[src/rtl/sync_fifo_flags.sv]
// Single-clock FIFO with occupancy count, almost-full/almost-empty thresholds and
// one-cycle overflow/underflow pulses. Define SYNC_FIFO_FWFT_EN for first-word fall-through.
module sync_fifo_flags #(
  parameter int unsigned DATA_WIDTH = 8,
  parameter int unsigned ADDR_WIDTH = 4,
  parameter int unsigned AF_LEVEL   = 12,
  parameter int unsigned AE_LEVEL   = 4
) (
  input  logic                  CLK,
  input  logic                  rst_n,
  input  logic                  W_inc,
  input  logic [DATA_WIDTH-1:0] W_Data,
  input  logic                  R_inc,
  output logic [DATA_WIDTH-1:0] R_Data,
  output logic                  Full,
  output logic                  Empty,
  output logic                  Almost_Full,
  output logic                  Almost_Empty,
  output logic [ADDR_WIDTH:0]   Count,
  output logic                  Overflow,
  output logic                  Underflow
);

  localparam int unsigned PtrW  = ADDR_WIDTH + 1;
  localparam int unsigned Depth = 1 << ADDR_WIDTH;
  localparam logic [PtrW-1:0] AfLevel = PtrW'(AF_LEVEL);
  localparam logic [PtrW-1:0] AeLevel = PtrW'(AE_LEVEL);

  logic [DATA_WIDTH-1:0] mem [Depth];
  logic [PtrW-1:0]       w_ptr_q, r_ptr_q;
  logic                  overflow_q, underflow_q;
  logic                  wr_en, rd_en;
  logic [ADDR_WIDTH-1:0] w_addr, r_addr;

  assign w_addr = w_ptr_q[ADDR_WIDTH-1:0];
  assign r_addr = r_ptr_q[ADDR_WIDTH-1:0];

  // Flags depend only on the registered pointers, never on this cycle's requests.
  assign Count        = w_ptr_q - r_ptr_q;
  assign Full         = (w_addr == r_addr) && (w_ptr_q[ADDR_WIDTH] != r_ptr_q[ADDR_WIDTH]);
  assign Empty        = (w_ptr_q == r_ptr_q);
  assign Almost_Full  = (Count >= AfLevel);
  assign Almost_Empty = (Count <= AeLevel);
  assign Overflow     = overflow_q;
  assign Underflow    = underflow_q;

  assign wr_en = W_inc && !Full;
  assign rd_en = R_inc && !Empty;

  always_ff @(posedge CLK or negedge rst_n) begin
    if (!rst_n) begin
      w_ptr_q     <= '0;
      r_ptr_q     <= '0;
      overflow_q  <= 1'b0;
      underflow_q <= 1'b0;
    end else begin
      if (wr_en) w_ptr_q <= w_ptr_q + 1'b1;
      if (rd_en) r_ptr_q <= r_ptr_q + 1'b1;
      overflow_q  <= W_inc && Full;
      underflow_q <= R_inc && Empty;
    end
  end

  // Storage is deliberately left unreset.
  always_ff @(posedge CLK) begin
    if (wr_en) mem[w_addr] <= W_Data;
  end

`ifdef SYNC_FIFO_FWFT_EN
  assign R_Data = mem[r_addr];
`else
  logic [DATA_WIDTH-1:0] r_data_q;

  always_ff @(posedge CLK or negedge rst_n) begin
    if (!rst_n) begin
      r_data_q <= '0;
    end else if (rd_en) begin
      r_data_q <= mem[r_addr];
    end
  end

  assign R_Data = r_data_q;
`endif

endmodule

[config.mk]
export PLATFORM = sky130hd
export DESIGN_NAME = sync_fifo_flags
export DESIGN_NICKNAME = d
export VERILOG_FILES = /design/src/rtl/sync_fifo_flags.sv
export SDC_FILE = /design/constraint.sdc
export NUM_CORES = 1
export LEC_CHECK = 0
export CAP_MARGIN = 20
export CORE_MARGIN = 1
export CORE_UTILIZATION = 45
export DETAILED_ROUTE_END_ITERATION = 8
export PLACE_DENSITY = 0.7
export SYNTH_ARGS = -nofsm -noshare
export SYNTH_HDL_FRONTEND = slang
export SYNTH_SLANG_ARGS = --single-unit
export TNS_END_PERCENT = 5
[constraint.sdc]
create_clock -name CLK -period 6.8 [get_ports CLK]
set_input_delay 1.7 -clock CLK [delete_from_list [all_inputs] [get_ports CLK]]
set_output_delay 1.7 -clock CLK [all_outputs]
set_load 0.01 [all_outputs]
==> summary.txt <==
STA
  – F_max: 203 MHz
  – Worst Tran Pin Value: 1040 ps
  – Final Critical Period: 4940 ps
  – Final setup vio count: 0
  – Final-report hold violation count: 0
  – Setup ws final: 1860 ps
  – Sum Neg Setup Slack: 0 ps
  – Worst slew margin: 30.3%
  – RSZ-0062 raised after global routing: no
  – Pins Over Slew Limit: 0
  – Fin Clk Skew: 8.08 ps
  – Final period utilization: 72.6%

Finish
  – Final instance area: 7140 sq um
  – # fillers: 991
  – Final nets: 411
  – Non-filler cells, final: 574
  – Diodes inserted: 0
  – Layout area overhead: 18.3%
  – Layout cell share with drive strength beyond 1: 13.7%

Floorplan
  – Die Y: 118 microns
  – Die span in x: 118 microns
  – Initial Util: 47.1%
  – Die Area: 13900 sq um
  – Rows: 41
  – # IOs: 31
  – Core Area: 12800 sq um

Yosys
  – Primary FF master, synth: edfxtp_1
  – #FFs+latches synth: 148
  – Post-Syn Area: 6040 sq um
  – Ys async rst share: 13.5%
  – Commonest cells post-synth: edfxtp_1 (128), mux2i_1 (32), nor2_1 (25)
  – Warnings, synthesis: 0
  – Syn avg cell area: 17.2 sq um
  – Main combinational cell family by area after synthesis: multiplexers
  – Synth Area in Adders: 2.20%
  – XOR/XNOR Fraction of Synth Area: 1.60%
  – Synth area leaders: edfxtp_1 (64%), dfrtp_1 (8.3%), mux2i_1 (5.3%)
  – Post-synth net total: 373
  – Top-area cell type share of the netlist area: 63.7%
  – Synth Area in Compound Gates: 4.77%
  – EDFF count, synth: 128
  – Netlist cell types: 37
  – Cell with the most instances after synthesis: edfxtp_1
  – Largest area contributor in the synthesized netlist: edfxtp_1
  – Post-Synth Simple-Gate Area: 4.99%
  – Post-synthesis mux area share: 11.4%
  – Post-Syn Instances: 351
  – Share of synthesized area occupied by flip-flops and latches: 72.0%

Worst setup path
  – Startpoint types: flop
  – Crit end category: primary output
  – Cell count of the worst reg-to-reg path: 6
  – Crit path kind: reg2out
  – Data required, critical path: 5100 ps
  – CP max FO: 24
  – WP data arrival: 3240 ps

Clock network
  – Worst-path clk slew: 60 ps
  – Number of H-tree levels: 4
  – Number of CTS-inserted buffers: 17
  – Post CTS Setup Buffer Count: 0
  – Clock Latency Late Sink: 420 ps
  – Clk root buf: clkbuf_16
  – Clock Path Buffers: 2
  – CTS resizes: 0
  – CTS tree: done
  – # hold bufs at CTS: 0
  – Clock sink total: 148

Worst hold path
  – Worst min-delay path class: reg2reg
  – Worst hold stages: 1

Power and ir drop
  – Power density cells: 468 nW/um^2
  – Leakage Power: 2.49 nW
  – Worst VDD drop: 183 uV

Placement
  – Dpl hpwl: 7390 microns
  – Dpl cells: 540
  – Post-Place Setup Slack: 2300 ps
  – Port bufs: 30
  – GP Congestion: 0.881
  – Placed cell areas: 6460 sq um

Detailed routing
  – Avg WL per Cell: 20.9 microns
  – Post-route ant nets: 0
  – Vias per inst: 5.53
  – Vias: 3172
  – WL final: 12000 microns
  – DRT iter0 DRCs: 246
  – Drt pass-1 iters: 4
  – # DRC: 0

Global routing
  – First-pass GRT wire length: 18500 microns
  – Vias in the first global route: 3243
  – Initial antenna violation count: 0
  – GRT overflow: 0
  – Gr usage total: 18.6%
  – Largest net degree at the start of global routing: 41

Outcome
  – Outcome: finished, final reports clean

Job
  – Maxcap violations: 0
## cells in the final DEF (no fill, tap or decap), types with 2 or more instances in the layout
| master | Yosys | layout |
|---|---|---|
| edfxtp_1 | 128 | 128 |
| mux2i_1 | 32 | 32 |
| clkdlybuf4s50_1 | 0 | 30 |
| nor2_1 | 25 | 25 |
| dfrtp_1 | 20 | 19 |
| clkbuf_16 | 0 | 17 |
| o22ai_1 | 16 | 16 |
| inv_1 | 15 | 15 |
| mux4_2 | 14 | 14 |
| ha_1 | 9 | 9 |
| xnor2_1 | 8 | 8 |
| a22oi_1 | 8 | 8 |
| a31oi_1 | 8 | 8 |
| and2_1 | 6 | 6 |
| bufinv_16 | 0 | 6 |
| o21ai_0 | 5 | 5 |
| and3_1 | 5 | 5 |
| nand4_1 | 5 | 5 |
| buf_4 | 3 | 5 |
| nand2_1 | 4 | 4 |
| clkinv_2 | 0 | 4 |
| xor2_1 | 3 | 3 |
| nor2b_1 | 3 | 3 |
| nor4_2 | 0 | 3 |
| nor3b_1 | 2 | 2 |
| o21a_1 | 2 | 2 |
| nand3_1 | 2 | 2 |
| nand3b_1 | 2 | 2 |
| mux4_1 | 2 | 2 |
| clkinv_4 | 0 | 2 |
| clkinvlp_4 | 0 | 2 |
## cells by family (layout without fill, tap and decap cells)
group | after synthesis | after routing
AOI/OAI and AO/OA | 44 | 44
xor gates and xnor gates | 11 | 11
adders and majority gates | 10 | 10
buffers and inverters | 31 | 82
DFF | 148 | 148
muxes | 48 | 48
and+or+nand+nor | 59 | 59
## metal layers
metal  track usage [%]  vias up  wire length, microns
li1                  -     1447                     -
met1              23.2     1594                  5070
met2              30.3      108                  6030
met3              4.75       23                   610
met4              8.89        0                   293
met5                 0        -                     0
## flip-flops by register name (all words and copies together), names as in the netlist
signal,flops
Underflow,1
w_ptr_q,5
Overflow,1
r_ptr_q,5
R_Data,8
mem,128
## critical path, stage by stage (launching register included)
cell             delay, ps
dfrtp_1               1030
inv_1                  120
ha_1                   360
nor2b_1                140
o21ai_0                200
and3_1                 230
o221a_2                200
clkdlybuf4s50_1        530
## cell type report
cell class                 instances  area [sq um]  share of cell area [%]
sequential                       148          4350                    60.8
multi-input combinational        172          1530                    21.4
clock buffer                      17           425                    5.96
timing repair buffer              35           338                    4.73
clock inverter                    15           236                    3.31
tap                              172           215                    3.01
inverter                          15          56.3                   0.788
## path summary, 6_finish.rpt
check / slack (ps) / to / startpoint
min in group asynchronous: 1820 / Overflow / rst_n
worst min-delay path: 530 / w_ptr_q[4] / w_ptr_q[4]
max in group asynchronous: 4320 / r_ptr_q[1] / rst_n
worst max register to register: 3530 / mem[12][5] / r_ptr_q[2]
worst max-delay path: 1860 / Almost_Empty / r_ptr_q[2]
worst min register to register: 530 / w_ptr_q[4] / w_ptr_q[4]
## per-stage QoR
step	hold slack, ps	util (%)	power, W
final	532	55.7	0.00334
after global routing	561	55.7	0.00350
after CTS	539	55.6	0.00336
after detailed placement	526	50.4	0.00232
after global placement	519	50.4	0.00229
after floorplan	502	-	0.00195
## report_power, final
part / switching [W] / total, W / internal, W
registers: 0.000137 / 0.00126 / 0.00113
logic: 0.000542 / 0.00105 / 0.000504
clock network: 0.000351 / 0.00103 / 0.000684
(Power assumes the default switching activity.)
